$ cat config.mk
export PLATFORM = sky130hd
export DESIGN_NAME = alu_seq
export DESIGN_NICKNAME = d
export VERILOG_FILES = /design/src/rtl/alu_seq.sv
export SDC_FILE = /design/constraint.sdc
export NUM_CORES = 1
export LEC_CHECK = 0
export ABC_AREA = 1
export CORE_UTILIZATION = 44
export CTS_CLUSTER_SIZE = 40
export DETAILED_ROUTE_END_ITERATION = 12
export PLACE_DENSITY = 0.91
export RECOVER_POWER = 50
export SLEW_MARGIN = 10
export SYNTH_ARGS = -nofsm -noshare
export SYNTH_HDL_FRONTEND = slang
export SYNTH_SLANG_ARGS = --single-unit
$ cat constraint.sdc
create_clock -name clk -period 2 [get_ports clk]
set_input_delay 0.3 -clock clk [delete_from_list [all_inputs] [get_ports clk]]
set_output_delay 0.3 -clock clk [all_outputs]
set_load 0.02 [all_outputs]
$ cat src/rtl/alu_seq.sv
// alu_seq: valid/ready request sequencer driving an external 8-bit ALU.
// Define ALU_SEQ_MUL_EN to build the 8-pass low-half multiply (op 5); otherwise op 5 is reserved.
module alu_seq #(
  parameter int WIDTH = 8
) (
  input  logic             clk,
  input  logic             rst,
  input  logic             req_valid,
  output logic             req_ready,
  input  logic [2:0]       req_op,
  input  logic [WIDTH-1:0] req_a,
  input  logic [WIDTH-1:0] req_b,
  output logic             rsp_valid,
  input  logic             rsp_ready,
  output logic [WIDTH-1:0] rsp_data,
  output logic             rsp_zero,
  output logic             rsp_err,
  output logic [WIDTH-1:0] alu_a,
  output logic [WIDTH-1:0] alu_b,
  output logic [3:0]       alu_sel,
  input  logic [WIDTH-1:0] alu_out,
  input  logic             alu_zero
);
  typedef enum logic [1:0] {IDLE, EXEC, RESP} state_t;
  state_t           state;
  logic [2:0]       op;
  logic [WIDTH-1:0] a, b, res;
  logic             valid_op, last, lt, res_zero;
`ifdef ALU_SEQ_MUL_EN
  logic [2:0]       cnt;
  logic [WIDTH-1:0] acc;
  assign valid_op = op <= 3'd5;
  assign last     = op != 3'd5 || cnt == 3'd7;
`else
  assign valid_op = op <= 3'd4;
  assign last     = 1'b1;
`endif
  assign req_ready = state == IDLE && !rst;
  // SLT: on sign mismatch the SUB result may have overflowed, so A's sign decides
  assign lt       = (a[WIDTH-1] != b[WIDTH-1]) ? a[WIDTH-1] : alu_out[WIDTH-1];
  assign res      = !valid_op ? '0 : op == 3'd4 ? {{(WIDTH-1){1'b0}}, lt} : alu_out;
  assign res_zero = !valid_op ? 1'b1 : op == 3'd4 ? !lt : alu_zero;
  always_comb begin
    alu_sel = 4'b1111;
    alu_a   = '0;
    alu_b   = '0;
    if (state == EXEC && valid_op) begin
      alu_sel = op == 3'd0 ? 4'b0010 : op == 3'd1 ? 4'b0110 : op == 3'd2 ? 4'b0000 :
                op == 3'd3 ? 4'b0001 : op == 3'd4 ? 4'b0110 : 4'b0010;
      alu_a   = a;
      alu_b   = b;
`ifdef ALU_SEQ_MUL_EN
      if (op == 3'd5) begin
        alu_a = acc;
        alu_b = b[cnt] ? a << cnt : '0;
      end
`endif
    end
  end
  always_ff @(posedge clk) begin
    if (rst) begin
      state     <= IDLE;
      rsp_valid <= 1'b0;
      rsp_data  <= '0;
      rsp_zero  <= 1'b0;
      rsp_err   <= 1'b0;
      op        <= '0;
      a         <= '0;
      b         <= '0;
`ifdef ALU_SEQ_MUL_EN
      cnt       <= '0;
      acc       <= '0;
`endif
    end else begin
      case (state)
        IDLE: if (req_valid) begin
          state <= EXEC;
          op    <= req_op;
          a     <= req_a;
          b     <= req_b;
`ifdef ALU_SEQ_MUL_EN
          cnt   <= '0;
          acc   <= '0;
`endif
        end
        EXEC: begin
`ifdef ALU_SEQ_MUL_EN
          cnt <= cnt + 3'd1;
          acc <= alu_out;
`endif
          if (last) begin
            state     <= RESP;
            rsp_valid <= 1'b1;
            rsp_data  <= res;
            rsp_zero  <= res_zero;
            rsp_err   <= !valid_op;
          end
        end
        RESP: if (rsp_ready) begin
          state     <= IDLE;
          rsp_valid <= 1'b0;
        end
        default: state <= IDLE;
      endcase
    end
  end
endmodule

# After elaboration in Yosys (flattened, before gate mapping)
# Index checks and enable logic that the tools add are counted.
dict set report op_classes {
  n_lt_le_gt_ge 1
  n_mux 18
  multipliers 0
  bitwise 0
  n_eq_ne 9
  n_reduce_logical 11
  add_sub_neg 0
  shift 0
  n_div 0
}
# cell n
set op_table {}
lappend op_table {{8-bit two-way mux} 4}
lappend op_table {{3-bit two-way mux} 5}
lappend op_table {{3-bit by 2-bit equality test with 1-bit output (second input constant)} 2}
lappend op_table {{2-bit case mux with 3 select lines} 1}
lappend op_table {{2-bit AND reduction} 3}
lappend op_table {{1-bit two-way mux} 4}
lappend op_table {{2-bit two-way mux} 2}
lappend op_table {{4-bit two-way mux} 1}
lappend op_table {{2-bit != test (second input constant)} 2}
lappend op_table {{3-bit by 1-bit equality test with 1-bit output (second input constant)} 1}
lappend op_table {{3-bit equality test (second input constant)} 1}
lappend op_table {{3-bit less-or-equal comparator (second input constant)} 1}
lappend op_table {{1-bit logical NOT} 3}
lappend op_table {{3-bit logical NOT} 1}
lappend op_table {{2-bit by 1-bit equality test with 1-bit output (second input constant)} 1}
lappend op_table {{2-bit equality test (second input constant)} 1}
lappend op_table {{1-bit logical AND} 2}
lappend op_table {{2-bit logical NOT} 1}
lappend op_table {{1-bit case mux with 2 select lines} 1}
lappend op_table {{2-bit nonzero test} 1}
lappend op_table {{1-bit != test} 1}
dict set report totals {
  output_inout_bits 32
  ramBits 0
  latchBits 0
  inputBits 32
  memories 0
  register_bits 32
  romBits 0
  word_cells 47
}

# Logic depth before layout (Yosys ltp)
# Gate-level depths: netlist (run 1).
dict set report logic_depth {
  word_depth 7
  depth_mapped 6
  depth_no_buf 6
}

# Least setup slack after synthesis (run 1)
# No wires, ideal clock.
dict set report synth_path {
  path_type {flip-flop to output port}
  from {register state[1]}
  to {output alu_sel[2]}
  required_ns 1.700
  t_arrival_ns 1.003
  n_path_buf 0
  slack_ns 0.697
  stages_incl_launch_ff 5
  cell_sequence {dfxtp_1 nor2_8 inv_6 nor2_8 o21ai_0}
}
dict set report synth_between {
  elab_chain_len 3
}
# element line
set synth_rtl {}
lappend synth_rtl {{start: declaration} 25} ;# state_t state;
lappend synth_rtl {{start signal: assignment} 62} ;# state <= IDLE;
lappend synth_rtl {{start signal: assignment} 77} ;# state <= EXEC;
lappend synth_rtl {{start signal: assignment} 92} ;# state <= RESP;
lappend synth_rtl {{2-bit by 1-bit equality test with 1-bit output} 47} ;# if (state == EXEC && valid_op) begin
lappend synth_rtl {{1-bit logical AND} 47}
lappend synth_rtl {{4-bit two-way mux} 47}
lappend synth_rtl {{end: declaration} 20} ;# output logic [3:0] alu_sel,
# No other way between the ends.

# Final worst setup path (run 1)
dict set report layout_path {
  from {register op[0]}
  to {output alu_a[2]}
}
dict set report layout_between {
  elab_chain_len 3
}
# element line
set layout_rtl {}
lappend layout_rtl {{start: declaration} 26} ;# logic [2:0] op;
lappend layout_rtl {{start signal: assignment} 78} ;# op <= req_op;
lappend layout_rtl {{3-bit less-or-equal comparator} 35} ;# assign valid_op = op <= 3'd4;
lappend layout_rtl {{1-bit logical AND} 47}
lappend layout_rtl {{8-bit two-way mux} 47}
lappend layout_rtl {{end: declaration} 18} ;# output logic [WIDTH-1:0] alu_a,
# No other way between the ends.

==> results of run 1 <==
[power by group through the flow]
stage	Sequential, mW	Clock, mW	Combinational, mW
floorplan	0.737	0	0.190
global placement	0.721	0	0.334
detailed placement	0.723	0	0.341
CTS	0.710	0.342	0.337
global route	0.715	0.377	0.361
finish	0.710	0.337	0.329
[final timing paths]
| kind | from | to |
|---|---|---|
| worst min-delay path | a[0] | a[0] |
| worst max-delay path | op[0] | alu_a[2] |
| worst max register to register | state[1] | a[3] |
| worst min register to register | a[0] | a[0] |
[worst max-delay path, cell delays in order, from the launching register on]
cell	delay, ns
dfxtp_1	0.38
o21ai_4	0.24
nand2_8	0.19
nor2_1	0.13
dlygate4sd2_1	0.34
[Yosys cell counts (all sizes together)]
master / number / area [µm²]
inv: 25 / 98.9
nand2: 19 / 78.8
a31oi: 1 / 6.26
o21ai: 24 / 124
nor2: 28 / 205
nand3b: 1 / 7.51
clkbuf: 3 / 11.3
buf: 5 / 58.8
dfxtp: 32 / 641
or2: 1 / 6.26
a21oi: 30 / 188
nand3: 4 / 25.0
[metrics by stage]
stage	hold slack, ns	total power, mW	cells	worst slack, ns
detailed placement	0.455	1.06	276	0.0833
finish	0.466	1.38	283	0.103
global route	0.492	1.45	283	0.0000280
global placement	0.450	1.05	276	0.106
floorplan	0.369	0.927	173	0.697
CTS	0.469	1.39	283	0.0721
[metal layers]
metal	GRT usage	vias up	part of all wire
met3	0.0590	7	0.065
met5	0	-	0
li1	-	686	-
met4	0.0884	0	0.021
met1	0.214	590	0.43
met2	0.318	41	0.48
[kinds of logic after synthesis]
logic type | after synthesis | share of synthesized area
and+or+nand+nor | 53 | 0.223
buffers and inverters | 33 | 0.116
DFF | 32 | 0.442
AOI/OAI and AO/OA | 55 | 0.219
[registers in the layout, summed over array words and instances, names as in the netlist]
signal	flops
a	8
b	8
rsp_data	8
op	3
state	2
rsp_err	1
rsp_valid	1
rsp_zero	1
[final cells by class]
cell class                 instances  area [µm²]  area share
multi-input combinational        108         652       0.307
sequential                        32         641       0.302
timing repair buffer              67         629       0.297
inverter                          25        98.8      0.0466
tap                               44        55.1      0.0259
clock buffer                       6        41.3      0.0195
clock inverter                     1        5.00     0.00236
[timing repair]
item	in CTS	in global routing
gates resized for setup	22	1
hold buffers	0	0
pin swaps	1	1
setup buffers	0	0
endpoints found under the setup margin	19	9
==> results.yml, run 1 <==
grt:
  antenna_found_initial: 0
  track_usage: 0.188
  grt_pass1_vias: 1099
  gr-total-overflow: 0
  grt_max_degree: 40
  grt_pass1_wl_um: 4860
timing:
  rsz0062_at_grt: "false"
  fin_skew_ns: 0.00179
  finalSetupViolations: 0
  worst_slew_pin_slew_ns: 0.783
  max_slew_margin: 0.478
  tns_ns: 0
  finalCritPeriodShare: 0.949
  finalHoldViolations: 0
  slew_violations: 0
  max_freq_mhz: 527
  finalCriticalPeriod_ns: 1.90
final_layout:
  nNetsFinal: 271
  n_fill_cell: 283
  insertedDiodeCount: 0
  final_cell_mix: "clkdlybuf4s50_1 (42), dfxtp_1 (32), inv_1 (23), o21ai_0 (23), a21oi_1 (20)"
  layout_commonest_cell: "clkdlybuf4s50_1"
  area_growth_pct: 46.3
  fin_util: 0.689
  drive_gt1_frac: 0.138
  final_area_mm2: 0.00212
synthesis:
  synthDistinctLibCells: 22
  syn_area_mm2: 0.00145
  synth_seq_area_share: 0.442
  syn_inst: 173
  syn_avg_cell_area_um2: 8.38
  ys_ff_latch: 32
  yosys_warnings: 0
  synthesis.nets: 205
critical_path:
  r2r_cells: 5
  arrival_ns: 1.60
  r2r_setup_slack_ns: 0.29
  crit_fanout: 18
  cp.required_ns: 1.70
  crit_type: "register to output pin"
  worstSetupEndpointType: "output pin"
  critPathLaunchType: "register"
run_status:
  outcome: "complete, no violations"
clock_network:
  clock_latency_ns: 0.32
  ctsRootBufferMaster: "clkbuf_4"
  tritoncts: "yes"
  htreeDepth: 2
  numCtsBuffers: 5
  numClockSinks: 32
  clk_pin_slew_worst_paths_ns: 0.09
  clk_path_buf_depth: 2
placed_design:
  gp_congestion: 0.782
  dpl.hpwl_um: 2310
  io_buffer_count: 63
  place_area_mm2: 0.00210
pwr:
  pwr-share-clk: 0.245
  swShare: 0.301
  combPwrFrac: 0.239
  p_leak_nw: 0.832
  peakVddDrop_mv: 0.430
  p_int_mw: 0.961
  switchingPower_mw: 0.414
  seq_power_share: 0.516
  powerDensity_mw_per_mm2: 648
flow_run:
  drv_cap: 0
hold_path:
  hold_path_depth: 2
  hold_class: "register to register"
floorplanning:
  fp.dieH_um: 59.4
  die-area_mm2: 0.00353
  core_mm2: 0.00308
  rows: 20
  initial_core_util: 0.471
  top_level_ports: 64
  die_w_um: 59.4
route:
  drt-initial-drc-count: 33
  vias: 1324
  routedWlPerCell_um: 11.3
  antenna_left: 0
  drt-total-wl_um: 3190
  drt_pass1_iterations: 4
  viasPerCell: 4.68
  drc: 0
Power figures use the tool's default switching activity.
==> inputs of run 2 (changes only) <==
--- a/config.mk
+++ b/config.mk
@@ -11,7 +11,7 @@
 export DETAILED_ROUTE_END_ITERATION = 12
 export PLACE_DENSITY = 0.91
 export RECOVER_POWER = 50
-export SLEW_MARGIN = 10
+export SLEW_MARGIN = 40
 export SYNTH_ARGS = -nofsm -noshare
 export SYNTH_HDL_FRONTEND = slang
 export SYNTH_SLANG_ARGS = --single-unit
==> results of run 2 <==
Same layout as run 1: the final DEF is identical, and so are final timing and power.
